### src/rtl/dtof_stream_pkg.sv
// -----------------------------------------------------------------------------
// dtof_stream_pkg
// Shared constants and types for the TDC timestamp stream that feeds the
// histogram builder.
//   NP          : timestamp width
//   PIXEL_NUM   : slots per acquisition
//   ACQ_NUM     : acquisitions per frame
//   NO_HIT_CODE : timestamp value that stands for "no photon in this slot"
//   tx_state_e  : transmitter FSM states
// -----------------------------------------------------------------------------
package dtof_stream_pkg;

    localparam int NP        = 10;
    localparam int PIXEL_NUM = 6;
    localparam int ACQ_NUM   = 2;

    localparam logic [NP-1:0] NO_HIT_CODE = '0;

    typedef enum logic [1:0] {
        IDLE,
        STREAM,
        GAP,
        DONE
    } tx_state_e;

endpackage

### src/rtl/tdc_sync_fifo.sv
// -----------------------------------------------------------------------------
// tdc_sync_fifo
// Single-clock timestamp buffer with a show-ahead head: the oldest entry is
// always visible on head while the buffer is not empty, and pop retires it.
// Ports:
//   clk     in   rising-edge clock
//   res     in   synchronous active-high reset (flushes pointers and count)
//   push    in   write wr_data (ignored while full)
//   wr_data in   WIDTH-bit entry to store
//   pop     in   retire head (ignored while empty)
//   head    out  oldest stored entry
//   full    out  count == DEPTH
//   empty   out  count == 0
//   count   out  occupancy, $clog2(DEPTH)+1 bits
// -----------------------------------------------------------------------------
module tdc_sync_fifo
    import dtof_stream_pkg::*;
#(
    parameter int WIDTH = NP,
    parameter int DEPTH = 16
) (
    input  logic                     clk,
    input  logic                     res,
    input  logic                     push,
    input  logic [WIDTH-1:0]         wr_data,
    input  logic                     pop,
    output logic [WIDTH-1:0]         head,
    output logic                     full,
    output logic                     empty,
    output logic [$clog2(DEPTH):0]   count
);

    localparam int AW = $clog2(DEPTH);

    logic [WIDTH-1:0] mem [DEPTH];
    logic [AW-1:0]    wr_ptr;
    logic [AW-1:0]    rd_ptr;
    logic             do_push;
    logic             do_pop;

    assign do_push = push && !full;
    assign do_pop  = pop && !empty;

    // Pointers are exactly AW bits wide, so DEPTH being a power of two makes
    // the natural binary overflow the modulo-DEPTH wrap.
    // NOTE: sequential state is written with non-blocking assignments so every
    // register samples pre-edge values regardless of statement order.
    always_ff @(posedge clk) begin
        if (res) begin
            wr_ptr <= '0;
            rd_ptr <= '0;
            count  <= '0;
        end else begin
            if (do_push) wr_ptr <= wr_ptr + AW'(1);
            if (do_pop)  rd_ptr <= rd_ptr + AW'(1);
            case ({do_push, do_pop})
                2'b10:   count <= count + (AW+1)'(1);
                2'b01:   count <= count - (AW+1)'(1);
                default: ;
            endcase
        end
    end

    // NOTE: the storage array has no reset; a flush only clears pointers and
    // count, and stale entries are never visible because empty gates head use.
    always_ff @(posedge clk) begin
        if (do_push) mem[wr_ptr] <= wr_data;
    end

    assign head  = mem[rd_ptr];
    assign full  = (count == (AW+1)'(DEPTH));
    assign empty = (count == '0);

endmodule

### src/rtl/tdc_stream_tx.sv
// -----------------------------------------------------------------------------
// tdc_stream_tx
// Buffers per-pixel TDC timestamps from the front-end and replays them to the
// histogram builder as ACQ_NUM acquisitions of PIXEL_NUM one-cycle slots, with
// GAP_CYCLES idle cycles between acquisitions.
// Ports:
//   clk       in   rising-edge clock
//   res       in   synchronous active-high reset; aborts a frame immediately
//   start     in   frame start pulse, honoured only while idle
//   tdcValid  in   front-end timestamp valid
//   tdcReady  out  buffer can accept (= !full), the only combinational output
//   tdcData   in   timestamp
//   tdcNoHit  in   tdcData carries no photon; stored as NO_HIT_CODE
//   wrEn      out  slot strobe to the builder
//   data      out  slot timestamp, NO_HIT_CODE when idle or buffer empty
//   pixIdx    out  pixel index of the current slot
//   acqIdx    out  acquisition index of the current slot
//   busy      out  frame in progress
//   done      out  one-cycle pulse after the final slot
//   underrun  out  sticky: a slot was emitted from an empty buffer
// -----------------------------------------------------------------------------
module tdc_stream_tx
    import dtof_stream_pkg::*;
#(
    parameter int GAP_CYCLES = 4,
    parameter int FIFO_DEPTH = 16
) (
    input  logic                          clk,
    input  logic                          res,
    input  logic                          start,
    input  logic                          tdcValid,
    output logic                          tdcReady,
    input  logic [NP-1:0]                 tdcData,
    input  logic                          tdcNoHit,
    output logic                          wrEn,
    output logic [NP-1:0]                 data,
    output logic [$clog2(PIXEL_NUM)-1:0]  pixIdx,
    output logic [$clog2(ACQ_NUM)-1:0]    acqIdx,
    output logic                          busy,
    output logic                          done,
    output logic                          underrun
);

    localparam int PIX_W = $clog2(PIXEL_NUM);
    localparam int ACQ_W = $clog2(ACQ_NUM);
    localparam int CNT_W = $clog2(FIFO_DEPTH) + 1;
    localparam int GAP_W = (GAP_CYCLES > 1) ? $clog2(GAP_CYCLES) : 1;

    localparam logic [PIX_W-1:0] PIX_LAST = PIX_W'(PIXEL_NUM - 1);
    localparam logic [ACQ_W-1:0] ACQ_LAST = ACQ_W'(ACQ_NUM - 1);
    localparam logic [GAP_W-1:0] GAP_LAST = GAP_W'((GAP_CYCLES > 0) ? GAP_CYCLES - 1 : 0);

    tx_state_e         state, state_nxt;
    logic [PIX_W-1:0]  pix_cnt, pix_cnt_nxt;
    logic [ACQ_W-1:0]  acq_cnt, acq_cnt_nxt;
    logic [GAP_W-1:0]  gap_cnt, gap_cnt_nxt;

    logic              wr_en_nxt;
    logic [NP-1:0]     data_nxt;
    logic [PIX_W-1:0]  pix_idx_nxt;
    logic [ACQ_W-1:0]  acq_idx_nxt;
    logic              done_nxt;
    logic              underrun_nxt;

    logic              fifo_pop;
    logic [NP-1:0]     fifo_head;
    logic              fifo_full;
    logic              fifo_empty;
    logic [CNT_W-1:0]  fifo_count;
    logic [NP-1:0]     push_data;

    assign push_data = tdcNoHit ? NO_HIT_CODE : tdcData;
    assign tdcReady  = !fifo_full;

    tdc_sync_fifo #(
        .WIDTH (NP),
        .DEPTH (FIFO_DEPTH)
    ) u_fifo (
        .clk     (clk),
        .res     (res),
        .push    (tdcValid),
        .wr_data (push_data),
        .pop     (fifo_pop),
        .head    (fifo_head),
        .full    (fifo_full),
        .empty   (fifo_empty),
        .count   (fifo_count)
    );

    // Next-state and next-output logic. The pop reads the pre-edge head, so a
    // value pushed on the same edge into an empty buffer waits for a later slot.
    // NOTE: every signal written here gets a default first so no path through
    // the case leaves it unassigned, which would infer a latch.
    always_comb begin
        state_nxt    = state;
        pix_cnt_nxt  = pix_cnt;
        acq_cnt_nxt  = acq_cnt;
        gap_cnt_nxt  = gap_cnt;
        wr_en_nxt    = 1'b0;
        data_nxt     = NO_HIT_CODE;
        pix_idx_nxt  = pixIdx;
        acq_idx_nxt  = acqIdx;
        done_nxt     = 1'b0;
        underrun_nxt = underrun;
        fifo_pop     = 1'b0;

        unique case (state)
            IDLE: begin
                if (start) begin
                    state_nxt    = STREAM;
                    pix_cnt_nxt  = '0;
                    acq_cnt_nxt  = '0;
                    gap_cnt_nxt  = '0;
                    underrun_nxt = 1'b0;
                end
            end

            STREAM: begin
                wr_en_nxt   = 1'b1;
                pix_idx_nxt = pix_cnt;
                acq_idx_nxt = acq_cnt;
                if (fifo_empty) begin
                    underrun_nxt = 1'b1;
                end else begin
                    data_nxt = fifo_head;
                    fifo_pop = 1'b1;
                end

                if (pix_cnt == PIX_LAST) begin
                    pix_cnt_nxt = '0;
                    if (acq_cnt == ACQ_LAST) begin
                        state_nxt = DONE;
                    end else if (GAP_CYCLES == 0) begin
                        // No gap: next acquisition's pixel 0 follows directly.
                        acq_cnt_nxt = acq_cnt + ACQ_W'(1);
                    end else begin
                        state_nxt   = GAP;
                        gap_cnt_nxt = '0;
                    end
                end else begin
                    pix_cnt_nxt = pix_cnt + PIX_W'(1);
                end
            end

            GAP: begin
                if (gap_cnt == GAP_LAST) begin
                    state_nxt   = STREAM;
                    acq_cnt_nxt = acq_cnt + ACQ_W'(1);
                end else begin
                    gap_cnt_nxt = gap_cnt + GAP_W'(1);
                end
            end

            DONE: begin
                done_nxt  = 1'b1;
                state_nxt = IDLE;
            end

            default: state_nxt = IDLE;
        endcase
    end

    // busy follows the state being entered so it rises with the start edge and
    // falls on the same edge that raises done.
    always_ff @(posedge clk) begin
        if (res) begin
            state    <= IDLE;
            pix_cnt  <= '0;
            acq_cnt  <= '0;
            gap_cnt  <= '0;
            wrEn     <= 1'b0;
            data     <= NO_HIT_CODE;
            pixIdx   <= '0;
            acqIdx   <= '0;
            busy     <= 1'b0;
            done     <= 1'b0;
            underrun <= 1'b0;
        end else begin
            state    <= state_nxt;
            pix_cnt  <= pix_cnt_nxt;
            acq_cnt  <= acq_cnt_nxt;
            gap_cnt  <= gap_cnt_nxt;
            wrEn     <= wr_en_nxt;
            data     <= data_nxt;
            pixIdx   <= pix_idx_nxt;
            acqIdx   <= acq_idx_nxt;
            busy     <= (state_nxt != IDLE);
            done     <= done_nxt;
            underrun <= underrun_nxt;
        end
    end

endmodule

### config.mk
export PLATFORM = sky130hd
export DESIGN_NAME = tdc_stream_tx
export DESIGN_NICKNAME = d
export VERILOG_FILES = /design/src/rtl/dtof_stream_pkg.sv /design/src/rtl/tdc_sync_fifo.sv /design/src/rtl/tdc_stream_tx.sv
export SDC_FILE = /design/constraint.sdc
export NUM_CORES = 1
export LEC_CHECK = 0
export BUFFER_PORTS_ARGS = -buffer_cell sky130_fd_sc_hd__buf_2
export CORE_ASPECT_RATIO = 0.8
export CORE_MARGIN = 5
export CORE_UTILIZATION = 39
export CTS_CLUSTER_SIZE = 12
export DETAILED_ROUTE_END_ITERATION = 12
export PLACE_DENSITY = 0.67
export SYNTH_ARGS = -nofsm -noshare
export SYNTH_HDL_FRONTEND = slang
export SYNTH_SLANG_ARGS = --single-unit
### constraint.sdc
create_clock -name clk -period 5.5 [get_ports clk]
set_input_delay 0.55 -clock clk [delete_from_list [all_inputs] [get_ports clk]]
set_output_delay 0.55 -clock clk [all_outputs]
set_load 0.03 [all_outputs]
==> run metrics, run 1 <==
Adder-Cell Fraction of Synth Area=roughly 1.4%; wirelength, routed=between 15,000 and 20,000 µm; worst r2r path cells=10; worst hold stages=2; power consumption=between 3 and 4 mW; status=complete, no violations; post-route cell area=8897 µm²; DRT Pass-1 Iters=5; leakage power=2.939 nW; initial antenna violation count=0; Multi-input gate area=2170 µm²; Total GRT Usage=13.56%; CTS sink count=199; Filler cells=1,743; post-route core utilization=44.68%; post-synthesis sequential area ratio=70.23%; layout cell share with drive strength beyond 1=24.45%; H-Tree Depth=4; Die Y-Extent=~140 µm; CP Max Fanout=9; predominant post-synthesis flop cell=edfxtp_1; Fin Clk Skew=between 0.007 and 0.008 ns; # IOs=34; GRT overflow=0; synth warn=0; commonest non-fill, non-tap cells in the layout=edfxtp_1 (160), mux4_2 (40), dfxtp_1 (37), buf_2 (33), nor2_1 (32); Max Cap Viol=0; CTS tree=yes; Least-Margin Pin Slew=1.228 ns; asr flop ratio synth=0%; routed via count=4,028; final hold vios=0; dpl hpwl=9380 µm; cell area after synthesis=a little under 8000 µm²; Register Area=~5600 µm²; Setup CP Type=register to register; Power per Cell Area=397.4 nW/µm²; worst reg2reg setup slack=between 2 and 2.5 ns; Final Cycle Share=54.91%; Worst Hold Class=register to register; RR Endpoint=u_fifo.count[4]$_SDFFE_PP0P_; standard-cell rows=46; Area Overhead vs Synth=11.88%; maximum vdd drop=233.7 µV; Post-synth EDFFs=160; arrival time worst endpoint=3.33 ns; Worst setup EP type=register; Synthesized Nets=483; ant diodes=0; RSZ-0062 raised after global routing=false; commonest non-fill, non-tap cell in the layout=edfxtp_1; Total Neg Setup Slack=0 ns; CTS resizes=0; Slew Limit Fails=0; Routed Antenna Nets=0; Die W=169.7 µm; CP Data Required Time=5.81 ns; # Post-CTS Setup Buffers=0; hold worst-path end=pixIdx[1]$_SDFFE_PP0P_; DR WL/cell=19.62 µm; main combinational cell family by area after synthesis=multiplexers; RePlAce Congestion=~0.79; Longest Clk Path Bufs=2; Layout Nets=514; first-pass GRT wire length=23,630 µm; root buffer cell=clkbuf_16; via-per-instance ratio=roughly 5.3; syn avg cell area=17.33 µm²; XOR/XNOR share of the synthesized area=1.101%; Post-DP Area=8324 µm²; Worst R2R Start=u_fifo.count[0]$_SDFFE_PP0P_; Setup Viol. Count Final=0; port bufs=33; #FFs+latches synth=199; clock-pin slew on the worst setup and hold paths=0.07 ns; simple-gate share of the synthesized area=6.215%; core area=19,910 µm²; DR iter-0 viols=roughly 350; Hold-fix buffers, CTS=0; Setup crit start kind=register; crit path time final=3.020 ns; Hold Startpoint=pixIdx[1]$_SDFFE_PP0P_; Initial Util=between 30 and 40%; CTS Buf Count=17; Max Fclk=331.1 MHz; headroom to the max-slew limit=17.99%; Mapped Cells=~460; drt drc=0; clock latency on the worst-skew pair=0.42 ns; die area=23,360 µm²; vias in the first global route=4,047; Synth Area in Compound Gates=3.918%; Synth cell types=51; largest net degree at the start of global routing=43; mux cell area share after synthesis=14.63%
-- worst max-delay path: stages, from the launching register on --
cell	delay, ns
dfxtp_1	0.37
or4_4	0.62
o21ai_2	0.22
inv_1	0.09
ha_1	0.33
xor2_1	0.19
ha_1	0.20
a21oi_1	0.30
a32oi_1	0.21
a221oi_1	0.30
nand2b_1	0.08
-- metrics by stage --
stage,setup WS [ns],std cells,hold WS [ns]
after floorplan,2.660,459,0.4536
after global placement,2.603,735,0.4464
after detailed placement,2.509,735,0.4475
after CTS,2.498,767,0.4577
after global routing,2.304,767,0.4838
final,2.480,767,0.4535
-- flip-flops by register name, indices dropped and copies added (netlist names), 2 cells and up --
signal and flops:
gap_cnt 2, data 10, pix_cnt 3, u_fifo.count 5
pixIdx 3, u_fifo.rd_ptr 4, state 2, u_fifo.mem 160
u_fifo.wr_ptr 4
-- power breakdown --
group / internal (mW) / switching [mW]
logic: 0.231 / 0.325
clock network: 0.652 / 0.537
registers: 1.72 / 0.0734
-- cell usage after synthesis, drive strengths merged (3+ instances only) --
| library cell | instances | area share, % |
|---|---|---|
| nor2b | 12 | 0.94 |
| a21oi | 11 | 0.69 |
| o211ai | 3 | 0.46 |
| mux2i | 24 | 3.0 |
| and3 | 3 | 0.24 |
| nand2b | 8 | 0.63 |
| xor2 | 8 | 0.88 |
| nand3b | 3 | 0.33 |
| mux4 | 40 | 11 |
| nor2 | 33 | 1.7 |
| dfxtp | 39 | 9.8 |
| o22ai | 10 | 0.79 |
| inv | 7 | 0.33 |
| clkbuf | 14 | 1.1 |
| nand2 | 15 | 0.71 |
| buf | 13 | 1.1 |
| edfxtp | 160 | 60 |
| ha | 9 | 1.4 |
| o21ai | 8 | 0.55 |
| a211oi | 3 | 0.28 |
| nor3 | 9 | 0.57 |
-- per-layer routing --
layer / global-route usage, % / up-vias / routed length [µm]
met5: 0 / - / 0
met3: 3.299 / 14 / 767
met2: 21.49 / 93 / 7274
met1: 18.88 / 2077 / 6852
li1: - / 1844 / -
met4: 3.621 / 0 / 150
-- area by class of cell --
| type | count | share of cell area, % |
|---|---|---|
| Clock buffer | 21 | 5.541 |
| Clock inverter | 11 | 0.9000 |
| Sequential cell | 199 | 62.80 |
| Tap cell | 264 | 3.713 |
| Timing Repair Buffer | 39 | 2.363 |
| Inverter | 7 | 0.2953 |
| Multi-Input combinational cell | 226 | 24.38 |
-- cells by family after synthesis --
kind of cell / count (synthesis)
adders and majority gates: 9
muxes: 66
xor gates and xnor gates: 10
DFF: 199
buffers and inverters: 34
AOI/OAI and AO/OA: 46
and+or+nand+nor: 95
-- how the worst max path moves through the flow --
stage / depth (start not counted) / slack [ns] / startpoint / to
final: 10 / 2.48 / u_fifo.count[0]$_SDFFE_PP0P_ / u_fifo.count[4]$_SDFFE_PP0P_
after global routing: 10 / 2.30 / u_fifo.count[2]$_SDFFE_PP0P_ / u_fifo.count[2]$_SDFFE_PP0P_
after detailed placement: 10 / 2.51 / u_fifo.count[2]$_SDFFE_PP0P_ / u_fifo.count[4]$_SDFFE_PP0P_
after CTS: 10 / 2.50 / u_fifo.count[2]$_SDFFE_PP0P_ / u_fifo.count[4]$_SDFFE_PP0P_
after floorplan: 12 / 2.66 / u_fifo.count[1]$_SDFFE_PP0P_ / u_fifo.count[4]$_SDFFE_PP0P_
after global placement: 10 / 2.60 / u_fifo.count[0]$_SDFFE_PP0P_ / u_fifo.count[4]$_SDFFE_PP0P_
Note: power is estimated with default switching activity, not from simulation.
==> inputs of run 2 (changes only) <==
--- a/config.mk
+++ b/config.mk
@@ -5,13 +5,14 @@
 export SDC_FILE = /design/constraint.sdc
 export NUM_CORES = 1
 export LEC_CHECK = 0
+export ABC_AREA = 1
 export BUFFER_PORTS_ARGS = -buffer_cell sky130_fd_sc_hd__buf_2
 export CORE_ASPECT_RATIO = 0.8
 export CORE_MARGIN = 5
 export CORE_UTILIZATION = 39
 export CTS_CLUSTER_SIZE = 12
 export DETAILED_ROUTE_END_ITERATION = 12
-export PLACE_DENSITY = 0.67
+export PLACE_DENSITY = 0.69
 export SYNTH_ARGS = -nofsm -noshare
 export SYNTH_HDL_FRONTEND = slang
 export SYNTH_SLANG_ARGS = --single-unit
==> constraint.sdc (replaced) <==
create_clock -name clk -period 2.6 [get_ports clk]
set_input_delay 0.26 -clock clk [delete_from_list [all_inputs] [get_ports clk]]
set_output_delay 0.26 -clock clk [all_outputs]
set_load 0.03 [all_outputs]
==> run metrics, run 2 <==
critical-path cell list=nor2_1 > nand4_1 > nand2_2 > inv_1 > ha_1 > nand2_1 > inv_1 > nor2_1 > ha_1 > inv_1 > nand2_1 > nand3_1 > nand3_1 > nand3_1 > nand2_1 > inv_1; syn avg cell area=10.30 µm² (-41%); Top reg by flops=u_fifo.mem; GR Util met2=22.18% (+0.69 points); Setup crit start kind=register; Max Fclk=426.4 MHz (+29%); first-pass GRT wire length=28,230 µm (+19%); status=complete, no violations; top-area cell type share of the netlist area=58.52% (-1.9 points); initial antenna violation count=0 (unchanged); met1 Use GR=22.13% (+3.3 points); core area=20,700 µm² (+3.9%); post-synthesis sequential area ratio=68.03% (-2.2 points); CP max stage cell=dfxtp_1; root buffer cell=clkbuf_16; die area=24,070 µm² (+3.0%); largest net degree at the start of global routing=86 (+100%); Synthesized Nets=821 (+70%); Least-Margin Pin Slew=0.6717 ns (-0.5559 ns); clock latency on the worst-skew pair=0.44 ns (+0.02 ns); standard-cell rows=47 (+2.2%); max incr delay on CP=0.35 ns (-0.27 ns); Mapped Cells=797 (+74%); Longest Clk Path Bufs=2 (unchanged); wirelength, routed=17,720 µm (+18%); arrival time worst endpoint=2.69 ns (-0.64 ns); Filler cells=1,880 (+7.9%); #FFs+latches synth=199 (unchanged); Synth cell types=24 (-53%); CTS Buf Count=17 (unchanged); RePlAce Congestion=0.8306 (+4.8%); DR WL/cell=15.62 µm (-20%); commonest non-fill, non-tap cells in the layout=nand2_1 (240), edfxtp_1 (160), nor2_1 (90), nand3_1 (79), inv_1 (58); H-Tree Depth=4 (unchanged); Initial Util=39.66% (-0.27 points); Die Y-Extent=139.8 µm (+1.5%); GR Util met3=4.083% (+0.78 points); CTS sink count=199 (unchanged); predominant post-synthesis flop cell=edfxtp_1; Layout Nets=876 (+70%); port bufs=33 (unchanged); Layout Cells excl Fill=1,134 (+48%); Total Neg Setup Slack=0 ns (unchanged); biggest regs=u_fifo.mem: 160 flops, data: 10 flops, u_fifo.count: 5 flops; Routed Antenna Nets=0 (unchanged); Area Overhead vs Synth=14.78%; DR iter-0 viols=498 (+41%); commonest non-fill, non-tap cell in the layout=nand2_1; RSZ-0062 raised after global routing=false; Largest register FFs=160 (unchanged); area leader, netlist=edfxtp_1; Final Cycle Share=90.21% (+35 points); routed via count=5,648 (+40%); most frequent cells after synthesis=nand2_1 (241), edfxtp_1 (160), nor2_1 (90); GRT Max-Usage Layer=met2; synth warn=0 (unchanged); # IOs=34 (unchanged); Setup CP Type=register to register; placed cells=1,100 (+50%); drt drc=0 (unchanged); dpl hpwl=11,160 µm (+19%); worst hold margin=0.1654 ns (-0.2881 ns); Slew Limit Fails=0 (unchanged); leakage power=3.827 nW (+30%); vias in the first global route=5,353 (+32%); layout cell share with drive strength beyond 1=12.72% (-12 points); Worst Hold Class=input pin to register; CP Max Fanout=7 (-2); Synth area leaders=edfxtp_1 (59%), nand2_1 (11%), dfxtp_1 (9.5%); GRT overflow=0 (unchanged); Post-synth EDFFs=160 (unchanged); count leader, synth=nand2_1; ant diodes=0 (unchanged); Worst setup EP type=register; headroom to the max-slew limit=55.15% (+37 points); cell area after synthesis=8210 µm² (+3.2%); Fin Clk Skew=0.006984 ns (-0.0001922 ns); DRT Pass-1 Iters=5 (unchanged); clock-pin slew on the worst setup and hold paths=0.07 ns (about the same); Total GRT Usage=15.20% (+1.6 points); asr flop ratio synth=0% (unchanged); Hold-fix buffers, CTS=0 (unchanged); crit path time final=2.345 ns (-0.6749 ns); CP Data Required Time=2.94 ns (-2.87 ns); Max Cap Viol=0 (unchanged); CTS tree=yes; Setup Viol. Count Final=0 (unchanged); via-per-instance ratio=4.981 (-5.2%); maximum vdd drop=396.6 µV (+70%); final hold vios=0 (unchanged); most used cell, CP=inv_1; Power per Cell Area=795.3 nW/µm² (+100%); Die W=172.2 µm (+1.5%)
## run 2: logic make-up after synthesis
group	synth area share, %
DFF	68.03
xor gates and xnor gates	0.5333
AOI/OAI and AO/OA	4.084
buffers and inverters	4.694
adders and majority gates	1.372
and+or+nand+nor	21.29
## run 2: routing by layer
| layer | up-vias | share of wire [%] |
|---|---|---|
| met5 | - | 0 |
| met4 | 0 | 1.5 |
| met3 | 21 | 8.2 |
| met2 | 182 | 44 |
| met1 | 2684 | 46 |
| li1 | 2761 | - |
## run 2: per-stage QoR
step | utilization [%] | total power [mW] | area, µm² | setup WS, ns
after global routing | 45.53 | 7.840 | 9424 | 0.002423
after CTS | 45.44 | 7.508 | 9407 | 0.1763
after detailed placement | 42.58 | 4.880 | 8813 | 0.1986
after global placement | 42.58 | 4.849 | 8813 | 0.3176
after floorplan | - | 4.557 | 8210 | 0.4056
final | 45.53 | 7.495 | 9424 | 0.2546
## run 2: power by group
part           switching (mW)  total [mW]  internal (mW)
Clock                    1.21        2.65           1.44
Sequential             0.0686        3.65           3.58
Combinational           0.826        1.20          0.372
Total                    2.11        7.50           5.39
## run 2: path summary, 6_finish.rpt
kind | to | cells past startpoint | slack (ns) | from
worst min register to register | acqIdx$_SDFFE_PP0P_ | 2 | 0.47 | acqIdx$_SDFFE_PP0P_
worst max register to register | u_fifo.count[4]$_SDFFE_PP0P_ | 16 | 0.25 | u_fifo.count[1]$_SDFFE_PP0P_
worst max-delay path | u_fifo.count[4]$_SDFFE_PP0P_ | 16 | 0.25 | u_fifo.count[1]$_SDFFE_PP0P_
worst min-delay path | underrun$_SDFFE_PP0P_ | 4 | 0.17 | start
## run 2: cell type report
type / instances / area, µm² / area share [%]
clock buffers: 17 / 425.4 / 4.514
clock inverters: 15 / 167.7 / 1.779
inverters: 62 / 232.7 / 2.469
multi-input cells: 505 / 2242 / 23.79
flip-flops and latches: 199 / 5587 / 59.28
well taps: 269 / 336.6 / 3.571
repair buffers: 67 / 432.9 / 4.594
## run 2: repair_timing
| item | 4_1_cts | 5_1_grt |
|---|---|---|
| setup endpoints to repair | 0 | 2 |
| setup buffers | 0 | 2 |
| gates resized for setup | 0 | 1 |
| hold endpoints to repair | 0 | 0 |
## run 2: critical path: cells and delay by family, from the launching register on
family	cells	cell delay (ns)
buf+inv	4	0.23
fa+ha+maj	2	0.45
flops	1	0.35
simple gates	10	1.22
==> inputs of run 3 (changes only) <==
--- a/config.mk
+++ b/config.mk
@@ -12,7 +12,8 @@
 export CORE_UTILIZATION = 39
 export CTS_CLUSTER_SIZE = 12
 export DETAILED_ROUTE_END_ITERATION = 12
-export PLACE_DENSITY = 0.69
+export PLACE_DENSITY = 0.68
+export REMOVE_ABC_BUFFERS = 1
 export SYNTH_ARGS = -nofsm -noshare
 export SYNTH_HDL_FRONTEND = slang
 export SYNTH_SLANG_ARGS = --single-unit
==> run metrics, run 3 (synthesis results as in run 2) <==
Least-Margin Pin Slew=0.6529 ns (-0.01885 ns); arrival time worst endpoint=2.70 ns (about the same); most used cell, CP=inv_1; worst path buffer plus inverter count=4 (unchanged); DRT Pass-1 Iters=5 (unchanged); # IOs=34 (unchanged); worst reg2reg setup slack=0.24 ns (about the same); via-per-instance ratio=4.894 (-1.7%); clock-pin slew on the worst setup and hold paths=0.07 ns (about the same); Setup crit start kind=register; wirelength, routed=17,460 µm (-1.4%); ant diodes=0 (unchanged); H-Tree Depth=4 (unchanged); biggest regs=u_fifo.mem: 160 flops, data: 10 flops, u_fifo.count: 5 flops; Setup Viol. Count Final=0 (unchanged); Hold Startpoint=start; critical-path cell list=nor2_2 > nand4_1 > nand2_2 > inv_1 > ha_1 > nand2_1 > inv_1 > nor2_1 > ha_1 > inv_1 > nand2_1 > nand3_1 > nand3_1 > nand3_1 > nand2_1 > inv_1; Worst R2R Start=u_fifo.count[1]$_SDFFE_PP0P_; drt drc=0 (unchanged); Power per Cell Area=796.0 nW/µm² (about the same); Setup CP Type=register to register; Max Fclk=424.3 MHz (-0.48%); die area=24,070 µm² (unchanged); Routed Antenna Nets=0 (unchanged); Die Y-Extent=139.8 µm (unchanged); vias in the first global route=5,176 (-3.3%); DR iter-0 viols=477 (-4.2%); Max Cap Viol=0 (unchanged); DR WL/cell=15.37 µm (-1.6%); maximum vdd drop=497.9 µV (+26%); worst r2r path cells=16 (unchanged); Final Cycle Share=90.64% (+0.43 points); RR Endpoint=u_fifo.count[4]$_SDFFE_PP0P_; met1 Use GR=21.76% (-0.37 points); CP Data Required Time=2.94 ns (about the same); CTS tree=yes; CP max stage cell=dfxtp_1; port bufs=33 (unchanged); status=complete, no violations; CP Max Fanout=6 (-1); final hold vios=0 (unchanged); RePlAce Congestion=0.8075 (-2.8%); GRT Max-Usage Layer=met2; Fin Clk Skew=0.01123 ns (+0.004242 ns); headroom to the max-slew limit=56.41% (+1.3 points); Post-DP Area=8841 µm² (+0.31%); initial antenna violation count=0 (unchanged); leakage power=3.865 nW (+1.0%); largest net degree at the start of global routing=56 (-35%); Worst Hold Class=input pin to register; first-pass GRT wire length=27,790 µm (-1.6%); Worst setup EP type=register; CTS sink count=199 (unchanged); clock latency on the worst-skew pair=0.44 ns (about the same); max incr delay on CP=0.35 ns (about the same); core area=20,700 µm² (unchanged); Die W=172.2 µm (unchanged); Area Overhead vs Synth=15.32%; Total GRT Usage=14.99% (-0.21 points); commonest non-fill, non-tap cell in the layout=nand2_1; commonest non-fill, non-tap cells in the layout=nand2_1 (240), edfxtp_1 (160), nor2_1 (89), nand3_1 (79), inv_1 (58); Filler cells=1,894 (+0.74%); hold worst-path end=underrun$_SDFFE_PP0P_; GRT overflow=0 (unchanged); crit path time final=2.357 ns (+0.01129 ns); power consumption=7.537 mW (+0.56%); Layout Nets=878 (+0.23%); RSZ-0062 raised after global routing=false; worst hold stages=4 (unchanged); Hold-fix buffers, CTS=0 (unchanged); Largest register FFs=160 (unchanged); delay-heaviest family, CP=simple AND/OR/NAND/NOR gates; dpl hpwl=10,840 µm (-2.9%); post-route cell area=9468 µm² (+0.46%); Longest Clk Path Bufs=2 (unchanged); root buffer cell=clkbuf_16; CTS Buf Count=17 (unchanged); GR Util met3=2.608% (-1.5 points); Slew Limit Fails=0 (unchanged); standard-cell rows=47 (unchanged); Top reg by flops=u_fifo.mem; GR Util met2=22.92% (+0.74 points); routed via count=5,560 (-1.6%); layout cell share with drive strength beyond 1=13.03% (+0.32 points); Initial Util=39.66% (unchanged)
## run 3: cell types whose count changed in the layout (fill, tap and decap cells not counted), sizes merged
cell / before / now
clkinvlp: 4 / 0
inv: 67 / 70
buf: 67 / 69
clkinv: 4 / 5
## run 3: repair_timing
action | in CTS | in global routing
gates resized for setup | 0 | 2
endpoints found under the setup margin | 0 | 2
buffers inserted | 0 | 2
## run 3: per-layer routing
metal,vias up,wire length [µm],part of all wire (%)
li1,2765,-,-
met1,2600,8057,46
met2,172,7972,46
met3,23,1133,6.5
met4,0,298,1.7
met5,-,0,0
## run 3: worst max path at each step
| stage | from | endpoint | slack [ns] | depth (start not counted) |
|---|---|---|---|---|
| floorplan | u_fifo.rd_ptr[0]$_SDFFE_PP0P_ | u_fifo.rd_ptr[3]$_SDFFE_PP0P_ | -0.55 | 5 |
| global placement | u_fifo.count[1]$_SDFFE_PP0P_ | u_fifo.count[4]$_SDFFE_PP0P_ | 0.32 | 16 |
| detailed placement | u_fifo.count[1]$_SDFFE_PP0P_ | u_fifo.count[4]$_SDFFE_PP0P_ | 0.16 | 16 |
| CTS | u_fifo.count[1]$_SDFFE_PP0P_ | u_fifo.count[4]$_SDFFE_PP0P_ | 0.16 | 16 |
| global route | u_fifo.count[1]$_SDFFE_PP0P_ | u_fifo.count[4]$_SDFFE_PP0P_ | 0.009 | 16 |
| finish | u_fifo.count[1]$_SDFFE_PP0P_ | u_fifo.count[4]$_SDFFE_PP0P_ | 0.24 | 16 |
## run 3: area by class of cell
| cell class | count | area [µm²] | area share [%] |
|---|---|---|---|
| Tap cell | 269 | 336.6 | 3.555 |
| Clock buffer | 17 | 425.4 | 4.493 |
| Clock inverter | 15 | 181.4 | 1.916 |
| Inverter | 62 | 232.7 | 2.458 |
| Timing Repair Buffer | 69 | 460.4 | 4.863 |
| Sequential cell | 199 | 5587 | 59.01 |
| Multi-Input combinational cell | 505 | 2245 | 23.71 |
## run 3: where the power goes
| group | switching [mW] | internal (mW) | total, mW |
|---|---|---|---|
| sequential | 0.0680 | 3.58 | 3.64 |
| combinational | 0.845 | 0.371 | 1.22 |
| clock | 1.22 | 1.46 | 2.68 |
| total | 2.13 | 5.41 | 7.54 |
## run 3: tightest hold or removal path: stages
cell and delay, ns:
buf_2 0.12, nand3_1 0.08, nand3_1 0.06, o21ai_0 0.06
## run 3: metrics by stage
stage / setup TNS [ns] / util [%] / std cells / setup slack (ns) / hold slack [ns]
floorplan: -6.313 / - / 766 / -0.5491 / 0.3291
global placement: 0 / 42.71 / 1102 / 0.3190 / 0.4514
detailed placement: 0 / 42.71 / 1102 / 0.1615 / 0.4608
CTS: 0 / 45.64 / 1134 / 0.1581 / 0.1609
global route: 0 / 45.74 / 1136 / 0.008543 / 0.1766
finish: 0 / 45.74 / 1136 / 0.2433 / 0.1726
